[src/rtl/branch_flag_ctrl_pkg.sv]
// Shared definitions for the branch/flag controller: FSM encoding,
// condition-select codes and flag bit positions.
package branch_flag_ctrl_pkg;

  localparam int FLAG_W = 5;
  localparam int SEL_W  = 3;

  typedef enum logic [1:0] {
    IDLE   = 2'd0,
    EVAL   = 2'd1,
    COMMIT = 2'd2
  } br_state_e;

  localparam logic [SEL_W-1:0] COND_ALWAYS = 3'd5;
  localparam logic [SEL_W-1:0] COND_NZ     = 3'd6;
  localparam logic [SEL_W-1:0] COND_NEVER  = 3'd7;

  localparam int FLG_Z = 0;
  localparam int FLG_S = 1;
  localparam int FLG_C = 2;
  localparam int FLG_V = 3;
  localparam int FLG_P = 4;

endpackage

[src/rtl/branch_flag_ctrl_cond_select.sv]
// Maps a condition-select code and the flag register onto a single
// branch decision bit. Purely combinational.
module branch_flag_ctrl_cond_select
  import branch_flag_ctrl_pkg::*;
(
  input  logic [SEL_W-1:0]  sel_i,
  input  logic [FLAG_W-1:0] flag_i,
  output logic              cond_o
);

  always_comb begin
    cond_o = 1'b0;
    case (sel_i)
      3'd0:        cond_o = flag_i[FLG_Z];
      3'd1:        cond_o = flag_i[FLG_S];
      3'd2:        cond_o = flag_i[FLG_C];
      3'd3:        cond_o = flag_i[FLG_V];
      3'd4:        cond_o = flag_i[FLG_P];
      COND_ALWAYS: cond_o = 1'b1;
      COND_NZ:     cond_o = ~flag_i[FLG_Z];
      COND_NEVER:  cond_o = 1'b0;
      default:     cond_o = 1'b0;
    endcase
  end

endmodule

[src/rtl/branch_flag_ctrl.sv]
// Conditional-branch sequencer: owns the flag register, evaluates the
// selected condition over IDLE -> EVAL -> COMMIT and drives the PC unit.
module branch_flag_ctrl
  import branch_flag_ctrl_pkg::*;
#(
  parameter int ADDR_W = 8,
  parameter int CNT_W  = 8
) (
  input  logic              CLK,
  input  logic              RST,
  input  logic [FLAG_W-1:0] F_IN,
  input  logic              FLAG_WE,
  input  logic              BR_REQ,
  input  logic [SEL_W-1:0]  SEL_F,
  input  logic [ADDR_W-1:0] BR_TARGET,
  input  logic              PC_RDY,
  output logic [FLAG_W-1:0] R_FLAG,
  output logic              S_FLAG,
  output logic              BR_ACCEPT,
  output logic              BR_BUSY,
  output logic              PC_LOAD,
  output logic              PC_INC,
  output logic [ADDR_W-1:0] PC_TARGET,
  output logic              BR_DONE,
  output logic [CNT_W-1:0]  TAKEN_CNT
);

  function automatic logic [CNT_W-1:0] sat_inc(input logic [CNT_W-1:0] v,
                                               input logic              en);
    if (en && (v != {CNT_W{1'b1}})) return v + CNT_W'(1);
    return v;
  endfunction

  br_state_e         state_q, state_d;
  logic [FLAG_W-1:0] flag_q, flag_d;
  logic [SEL_W-1:0]  sel_q, sel_d;
  logic [ADDR_W-1:0] target_q, target_d;
  logic              s_flag_q, s_flag_d;
  logic [CNT_W-1:0]  cnt_q, cnt_d;
  logic              cond;
  logic              accept;
  logic              commit_fire;

  branch_flag_ctrl_cond_select u_cond_select (
    .sel_i  (sel_q),
    .flag_i (flag_q),
    .cond_o (cond)
  );

  // State register
  always_ff @(posedge CLK) begin
    if (RST) state_q <= IDLE;
    else     state_q <= state_d;
  end

  always_comb begin
    state_d = state_q;
    case (state_q)
      IDLE:    if (BR_REQ) state_d = EVAL;
      EVAL:    state_d = COMMIT;
      COMMIT:  if (PC_RDY) state_d = IDLE;
      default: state_d = IDLE;
    endcase
  end

  // Reset gates the pulses so an aborted sequence never reaches the PC
  always_comb begin
    accept      = ~RST & (state_q == IDLE) & BR_REQ;
    commit_fire = ~RST & (state_q == COMMIT) & PC_RDY;
    BR_ACCEPT   = accept;
    BR_BUSY     = (state_q != IDLE);
    BR_DONE     = commit_fire;
    PC_LOAD     = commit_fire & s_flag_q;
    PC_INC      = commit_fire & ~s_flag_q;
  end

  always_comb begin
    flag_d   = FLAG_WE ? F_IN : flag_q;
    sel_d    = accept ? SEL_F : sel_q;
    target_d = accept ? BR_TARGET : target_q;
    s_flag_d = (state_q == EVAL) ? cond : s_flag_q;
    cnt_d    = commit_fire ? sat_inc(cnt_q, s_flag_q) : cnt_q;
  end

  // Latched request, decision, flags and debug counter
  always_ff @(posedge CLK) begin
    if (RST) begin
      flag_q   <= '0;
      sel_q    <= '0;
      target_q <= '0;
      s_flag_q <= 1'b0;
      cnt_q    <= '0;
    end else begin
      flag_q   <= flag_d;
      sel_q    <= sel_d;
      target_q <= target_d;
      s_flag_q <= s_flag_d;
      cnt_q    <= cnt_d;
    end
  end

  assign R_FLAG    = flag_q;
  assign S_FLAG    = s_flag_q;
  assign PC_TARGET = target_q;
  assign TAKEN_CNT = cnt_q;

endmodule
[config.mk]
export PLATFORM = sky130hd
export DESIGN_NAME = branch_flag_ctrl
export DESIGN_NICKNAME = d
export VERILOG_FILES = /design/src/rtl/branch_flag_ctrl_pkg.sv /design/src/rtl/branch_flag_ctrl_cond_select.sv /design/src/rtl/branch_flag_ctrl.sv
export SDC_FILE = /design/constraint.sdc
export NUM_CORES = 1
export LEC_CHECK = 0
export CAP_MARGIN = 20
export CORE_ASPECT_RATIO = 2
export CORE_UTILIZATION = 37
export DETAILED_ROUTE_END_ITERATION = 16
export GPL_ROUTABILITY_DRIVEN = 0
export GPL_TIMING_DRIVEN = 0
export PLACE_DENSITY = 0.76
export RECOVER_POWER = 25
export SLEW_MARGIN = 10
export SYNTH_ARGS = -nofsm -noshare
export SYNTH_HDL_FRONTEND = slang
export SYNTH_SLANG_ARGS = --single-unit
[constraint.sdc]
create_clock -name CLK -period 1.7 [get_ports CLK]
set_clock_uncertainty 0.2 [all_clocks]
set_input_delay 0.17 -clock CLK [delete_from_list [all_inputs] [get_ports CLK]]
set_output_delay 0.17 -clock CLK [all_outputs]
set_load 0.01 [all_outputs]
==> metrics <==
vias in the first global route 1,056; Overflow after GRT 0; worst-skew pair later-pin latency 0.28 ns; #FFs+latches synth 27; total track usage 19.9%; CP required around 1.7 ns; Die Footprint around 0.0033 mm^2; nets about 210; CTS buffer count 3; Critical Path End Type flip-flop; DR vias/cell ~5.3; Synth top area share 48.1%; Worst slew margin just under 70%; ys async rst share 0%; Crit Path Max Fanout 6; core outline area 0.00291 mm^2; pwr dens just over 700 mW/mm^2; post-synthesis sequential area ratio 48.1%; CTS Sinks 27; Synth area leader dfxtp_1; number of I/O pins 48; R2R cell count 5; period utilisation layout 101%; clk buf depth 2; layout cells sized above 1 between 10 and 15%; status complete, but fails checks; remaining antenna violation count 0; most frequent cells after synthesis 27 x dfxtp_1, 25 x nand2_1, 15 x a21oi_1, 15 x nor2_1, 7 x mux2i_1; most frequent cell after synthesis dfxtp_1; I/O Buffers between 40 and 50; setup ws final -0.0208 ns; CTS tree yes; Initial DRC Count 17; Syn. warnings 0; Mean Syn Cell Area 8.64 um^2; final setup TNS -0.0208 ns; WL per Instance between 10 and 15 um; initial core utilization 38.6%; maximum vdd ir drop about 540 uV; leak pwr 0.671 nW; fmax 0.581 GHz; failing checks negative setup slack; Top FF cell, synth dfxtp_1; Area Overhead vs Synth 56.2%; Hold Path Stages 3; max-cap violations 0; DRC 0; Worst-path clk slew about 0.090 ns; WL final around 3 mm; Core Util, Final between 60% and 70%; global-route wire length before repair 4.54 mm; Root Buffer clkbuf_8; drt first pass iters 4; vias 1,138; crit path time final between 1.5 and 2 ns; initial antenna violation count 0; crit path DAT roughly 1.7 ns; HPWL Detailed 2.21 mm; width of the die 41.0 um; max-slew violations 0; Area contributors post-synth dfxtp_1 48%, nand2_1 8.4%, a21oi_1 6.7%; critical path class reg2reg; row cnt 28; total power draw 1.27 mW; number of synthesized flops with an enable pin 0; H-tree lvl count 1; final hold vios 0; Mapped Area 0.00112 mm^2; Min-Delay Path Class in2reg; Syn Inst Count 130; startpoint types flip-flop; Final setup violation count 1; Synth cell types 27; die height 79.9 um; RSZ-0062 raised after global routing true; largest net degree at the start of global routing 17; Antenna Cells 0; Post-Syn Nets 152; Least-Margin Pin Slew 0.463 ns
[logic make-up (layout without fill, tap and decap cells)]
logic type      after synthesis  after routing  share of synthesized area, %
flops                        27             27                          48.1
xor+xnor                      3              3                          2.34
simple gates                 56             56                          23.1
fa+ha+maj                     1              1                          1.11
mux                           7              7                          6.24
compound gates               27             27                          16.1
buf+inv                       9             63                          3.01
[report_power, final]
part	internal, mW	switching, mW	total [mW]	leakage [nW]
Clock	0.167	0.205	0.372	0.0217
Combinational	0.121	0.0879	0.209	0.426
Sequential	0.660	0.0274	0.688	0.224
Total	0.948	0.320	1.27	0.671
[state kept, by name (all words and copies together), names as in the netlist]
register / count
state_q: 2
PC_TARGET: 8
TAKEN_CNT: 8
sel_q: 3
S_FLAG: 1
R_FLAG: 5
[timing repair]
| action | 4_1_cts | 5_1_grt |
|---|---|---|
| setup buffers | 3 | 1 |
| hold buffers | 0 | 0 |
| pin swaps | 3 | 4 |
| gates resized for setup | 25 | 14 |
| setup endpoints to repair | 10 | 14 |
[cells in the final DEF, fill, tap and decap left out, types with 2 or more instances in the layout]
cell and count:
or3_1 3, nand2_1 24, xor2_1 3, mux2i_1 7, buf_2 3, dfxtp_1 22
inv_1 3, dfxtp_2 3, nand3_1 2, and2_1 2, nor2b_1 3, clkbuf_1 3
nor2_1 14, buf_4 3, clkdlybuf4s50_1 41, o21ai_0 4, dfxtp_4 2, clkbuf_8 5
a21oi_1 15
[worst max-delay path: stages, from the launching register on]
cell      delay, ns
dfxtp_4        0.37
and4bb_4       0.32
buf_6          0.12
o211ai_4       0.09
or4_1          0.41
a21oi_1        0.14
[worst paths after layout]
| kind | start | end | slack, ns |
|---|---|---|---|
| max | state_q[0]$_SDFFE_PP0P_ | TAKEN_CNT[6]$_SDFFE_PP0P_ | -0.02 |
| min | FLAG_WE | R_FLAG[1]$_SDFFE_PP0P_ | 0.12 |
| max reg2reg | state_q[0]$_SDFFE_PP0P_ | TAKEN_CNT[6]$_SDFFE_PP0P_ | -0.02 |
| min reg2reg | PC_TARGET[5]$_SDFFE_PP0P_ | PC_TARGET[5]$_SDFFE_PP0P_ | 0.26 |
[per-stage QoR]
stage / instances / area [um^2] / hold slack [ns] / setup slack [ns]
5_1_grt: 214 / 1760 / 0.158 / -0.0703
3_3_place_gp: 206 / 1620 / 0.246 / -0.677
6_report: 214 / 1760 / 0.117 / -0.0208
2_1_floorplan: 130 / 1120 / 0.106 / 0.0269
3_5_place_dp: 206 / 1620 / 0.249 / -0.706
4_1_cts: 213 / 1740 / 0.120 / -0.0608
[area by class of cell]
type	count	area, um^2
buffer	6	46.3
clock buffer	3	41.3
tap	30	37.5
fill	259	1150
inverter	3	11.3
clock inverter	1	7.51
timing repair buffer	50	477
sequential	27	552
multi-input combinational	94	583
[routing by layer]
| metal | vias to the layer above | part of all wire [%] | global-route usage (%) |
|---|---|---|---|
| met5 | - | 0 | 0 |
| met4 | 0 | 2.0 | 8.00 |
| met3 | 7 | 3.8 | 3.34 |
| met2 | 31 | 61 | 35.6 |
| met1 | 541 | 34 | 20.5 |
| li1 | 559 | - | - |
Note: power is estimated with default switching activity, not from simulation.
==> patch 1, RTL diff (config.mk and constraints unchanged) <==
The 3 states of `br_state_e` get a one-hot encoding in 3 bits.
--- a/src/rtl/branch_flag_ctrl_pkg.sv
+++ b/src/rtl/branch_flag_ctrl_pkg.sv
@@ -5,10 +5,10 @@
   localparam int FLAG_W = 5;
   localparam int SEL_W  = 3;
 
-  typedef enum logic [1:0] {
-    IDLE   = 2'd0,
-    EVAL   = 2'd1,
-    COMMIT = 2'd2
+  typedef enum logic [2:0] {
+    IDLE   = 3'b001,
+    EVAL   = 3'b010,
+    COMMIT = 3'b100
   } br_state_e;
 
   localparam logic [SEL_W-1:0] COND_ALWAYS = 3'd5;
Formal check against the unedited RTL: same outputs for any inputs over 10 cycles, from zero or initial values and one cycle with RST high; not proved beyond that.
==> patch 1 against the original RTL <==
- cell area increased by 6.2%
- count of clock-buffer cells in the layout stayed put
- die area is 8.0% higher
- wire length is 7.8% higher
- clock power grew 43%
- area after synthesis increased by 8.4%
- sequential cell count up 1
- total power up 14%
- setup slack better by 25 ps
- critical endpoint unchanged
- largest power group unchanged
==> patch 1: results <==
# TYPE chip_impl_metric gauge
chip_impl_info{name="outcome",value="finished clean"} 1
chip_impl_metric{name="ctsLongestPathBuffers",unit=""} 2
chip_impl_metric{name="total_global_routing_track_utilization",unit=""} 0.193
chip_impl_metric{name="synthesis.nets",unit=""} 164
chip_impl_metric{name="average_wire_per_cell_in_the_routed_design",unit="microns"} 14.1
chip_impl_metric{name="critical_path_arrival",unit="ps"} 1670
chip_impl_info{name="critical_path.slowest_cell",value="sky130_fd_sc_hd__dfxtp_4"} 1
chip_impl_metric{name="dp_slack",unit="ps"} -432
chip_impl_metric{name="drive_above_1_share",unit=""} 0.170
chip_impl_metric{name="first_global_vias",unit=""} 1285
chip_impl_metric{name="grt.met3_usage",unit=""} 0.0413
chip_impl_metric{name="yosys.cell_types.count",unit=""} 32
chip_impl_metric{name="timing.slew.headroom",unit=""} 0.684
chip_impl_metric{name="met3_wirelength",unit="microns"} 182
chip_impl_metric{name="fillerInstances",unit=""} 281
chip_impl_metric{name="dpl-instance-area",unit="sq um"} 1720
chip_impl_metric{name="finalNetCount",unit=""} 217
chip_impl_metric{name="worst_ir_drop_vdd",unit="mV"} 0.550
chip_impl_metric{name="detail_route.vias_per_cell",unit=""} 5.32
chip_impl_metric{name="routed-wl-met2",unit="mm"} 1.74
chip_impl_metric{name="worst_slew_pin_slew",unit="ps"} 473
chip_impl_metric{name="seq_area_frac_synth",unit=""} 0.460
chip_impl_metric{name="hold_ws",unit="ps"} 120
chip_impl_metric{name="syn-instance-count",unit=""} 142
chip_impl_metric{name="regToRegSetupSlack",unit="ps"} 4
chip_impl_info{name="whs_endpoint",value="R_FLAG[0]"} 1
chip_impl_metric{name="leakagePower",unit="nW"} 0.711
chip_impl_info{name="timing.rr.start",value="state_q[0]"} 1
chip_impl_metric{name="power.share.switching",unit=""} 0.228
chip_impl_metric{name="vias",unit=""} 1198
chip_impl_metric{name="met2_usage_in_global_routing",unit=""} 0.347
chip_impl_metric{name="critical-path-max-stage-delay",unit="ps"} 380
chip_impl_metric{name="wire_length_of_the_first_global_routing_pass",unit="mm"} 5.34
chip_impl_metric{name="groute.layer.met1.usage",unit=""} 0.193
chip_impl_metric{name="hpwlAfterDp",unit="mm"} 2.44
-- patch 1: power by group through the flow --
stage | clock (mW) | combinational (mW) | sequential [mW]
2_1_floorplan | 0 | 0.0797 | 0.728
3_3_place_gp | 0 | 0.198 | 0.722
3_5_place_dp | 0 | 0.202 | 0.724
4_1_cts | 0.536 | 0.204 | 0.709
5_1_grt | 0.563 | 0.223 | 0.712
6_report | 0.532 | 0.204 | 0.708
-- patch 1: logic make-up (layout without fill, tap and decap cells) --
group / count (synthesis) / after routing / share of synthesized area
multiplexers: 11 / 11 / 0.0966
buffers and inverters: 10 / 62 / 0.0339
AO/OA/AOI/OAI: 27 / 27 / 0.137
AND/OR/NAND/NOR: 65 / 65 / 0.262
adder cells (fa/ha/maj): 1 / 1 / 0.0103
flip-flops: 28 / 28 / 0.460
-- patch 1: how the worst max path moves through the flow --
stage	startpoint	end	slack [ps]	depth (start not counted)
after floorplan	TAKEN_CNT[0]	TAKEN_CNT[5]	100	5
after global placement	RST	PC_LOAD	-410	5
after detailed placement	RST	PC_LOAD	-430	5
after CTS	state_q[2]	BR_BUSY	5	3
after global routing	state_q[0]	TAKEN_CNT[6]	-30	5
final	state_q[0]	TAKEN_CNT[6]	4	5
-- patch 1: layout make-up --
class | instances | area, sq um | share of cell area
Multi-Input combinational cell | 104 | 666 | 0.357
Sequential cell | 28 | 578 | 0.310
Timing Repair Buffer | 48 | 468 | 0.251
Clock buffer | 3 | 41.3 | 0.0221
Tap cell | 31 | 38.8 | 0.0208
Clock inverter | 1 | 30.0 | 0.0161
Buffer | 6 | 25.0 | 0.0134
Inverter | 4 | 17.5 | 0.00940
-- patch 1: timing repair --
action	4_1_cts	5_1_grt
resized for setup	25	13
pin swaps	2	0
setup endpoints to repair	9	11
setup buffers	2	0
==> patch 2, RTL diff (config.mk and constraints unchanged) <==
Made on the original files. Change the parameter `CNT_W` from 8 to 6.
--- a/src/rtl/branch_flag_ctrl.sv
+++ b/src/rtl/branch_flag_ctrl.sv
@@ -4,7 +4,7 @@
   import branch_flag_ctrl_pkg::*;
 #(
   parameter int ADDR_W = 8,
-  parameter int CNT_W  = 8
+  parameter int CNT_W  = 6
 ) (
   input  logic              CLK,
   input  logic              RST,
Ports: changed (resized TAKEN_CNT); port bits go from 48 to 46. The function was not compared with the original's and may differ.
==> patch 2 against the original RTL <==
- the flow still finishes with violations (setup timing)
- register-to-register slack better by 60 ps
- setup slack gained 17 ps
- maximum frequency up 1.0%
- largest cell class unchanged
- area after synthesis shrank 4.1%
- global-route usage down 1.1 points
- cell count fell by 12%
- wire length decreased by 5.5%
- cell area shrank 3.8%
- critical path depth unchanged
- combinational power is 8% higher
- sequential cell count fell by 2
- total power down 4.1%
==> patch 2: results <==
# TYPE chip_impl_metric gauge
chip_impl_metric{name="antenna_cells",unit=""} 0
chip_impl_metric{name="synthesis.nets",unit=""} 126
chip_impl_metric{name="hpwlAfterDp",unit="mm"} 2.02
chip_impl_metric{name="dp_slack",unit="ps"} -711
chip_impl_metric{name="detail_route.vias_per_cell",unit=""} 5.26
chip_impl_metric{name="io_buffers",unit=""} 43
chip_impl_metric{name="synth-compound-area-share",unit=""} 0.0871
chip_impl_metric{name="post-route-worst-setup-slack",unit="ps"} -3.42
chip_impl_info{name="timing.critical_path.from",value="PC_RDY"} 1
chip_impl_metric{name="hold_ws",unit="ps"} 15.4
chip_impl_metric{name="finalNetCount",unit=""} 182
chip_impl_metric{name="regToRegSetupSlack",unit="ps"} 40
chip_impl_metric{name="total_global_routing_track_utilization",unit=""} 0.188
chip_impl_info{name="outcome",value="finished with violations"} 1
chip_impl_info{name="netlist_top_cells_area",value="sky130_fd_sc_hd__dfxtp_1 46%, sky130_fd_sc_hd__mux2i_1 16%, sky130_fd_sc_hd__nor2_1 7.7%"} 1
chip_impl_metric{name="synth_fa_ha_area_frac",unit=""} 0.0116
chip_impl_metric{name="setup_violations",unit=""} 1
chip_impl_metric{name="synth.area.mux_share",unit=""} 0.193
chip_impl_metric{name="worst_ir_drop_vdd",unit="mV"} 0.562
chip_impl_metric{name="drive_above_1_share",unit=""} 0.201
chip_impl_info{name="failing_checks",value="setup timing"} 1
chip_impl_info{name="whs_endpoint",value="TAKEN_CNT[0]"} 1
chip_impl_metric{name="first_global_vias",unit=""} 991
chip_impl_info{name="synthTopCellsByCount",value="25 x sky130_fd_sc_hd__dfxtp_1, 22 x sky130_fd_sc_hd__nor2_1, 17 x sky130_fd_sc_hd__mux2i_1"} 1
chip_impl_metric{name="pin_count_of_the_biggest_net_entering_global_routing",unit=""} 15
chip_impl_metric{name="totalNegativeSetupSlack",unit="ps"} -3.42
chip_impl_metric{name="worst-path-max-fanout",unit=""} 5
chip_impl_metric{name="critical_path_arrival",unit="ps"} 1330
chip_impl_info{name="worstHoldStart",value="RST"} 1
chip_impl_metric{name="synth_xor_xnor_area_share",unit=""} 0
chip_impl_metric{name="seq_area_frac_synth",unit=""} 0.465
chip_impl_metric{name="rr_worst_depth",unit=""} 4
[patch 2: routing by layer]
layer / vias to the layer above / GRT usage / wire [microns]
li1: 483 / - / -
met1: 462 / 0.167 / 980
met2: 34 / 0.356 / 1600
met3: 9 / 0.0254 / 129
met4: 0 / 0.0966 / 76
met5: - / 0 / 0
[patch 2: logic make-up after synthesis]
logic type	Yosys count
simple gates	40
flops	25
mux	19
compound gates	12
buf+inv	7
fa+ha+maj	1
[patch 2: layout make-up]
type                       instances  area, sq um
fill                             244         1080
multi-input combinational         72          566
sequential                        25          510
timing repair buffer              51          485
clock buffer                       3         41.3
tap                               29         36.3
buffer                             5         33.8
inverter                           2         10.0
clock inverter                     1         5.00
[patch 2: worst max-delay path, cell delays in order]
cell and delay (ps):
sky130_fd_sc_hd__clkdlybuf4s50_1 560, sky130_fd_sc_hd__nand4bb_4 160, sky130_fd_sc_hd__buf_6 160, sky130_fd_sc_hd__nor2_4 160, sky130_fd_sc_hd__buf_6 130
[patch 2: per-stage QoR]
step / instance area (sq um) / cells / util
after floorplan: 1080 / 104 / -
after global placement: 1550 / 176 / 0.558
after detailed placement: 1550 / 176 / 0.558
after CTS: 1650 / 184 / 0.595
after global routing: 1690 / 188 / 0.609
final: 1690 / 188 / 0.609
[patch 2: timing repair]
| item | CTS | global route |
|---|---|---|
| gates cloned | 0 | 0 |
| endpoints found under the hold margin | 3 | 0 |
| setup buffers | 3 | 4 |
| pin swaps | 3 | 3 |
| gates resized for setup | 28 | 4 |
| hold buffers | 1 | 0 |
| endpoints found under the setup margin | 7 | 5 |
[patch 2: where the power goes]
group	leakage (nW)	switching, mW	internal, mW
registers	0.208	0.0278	0.615
logic	0.462	0.0839	0.141
clock network	0.0255	0.185	0.164
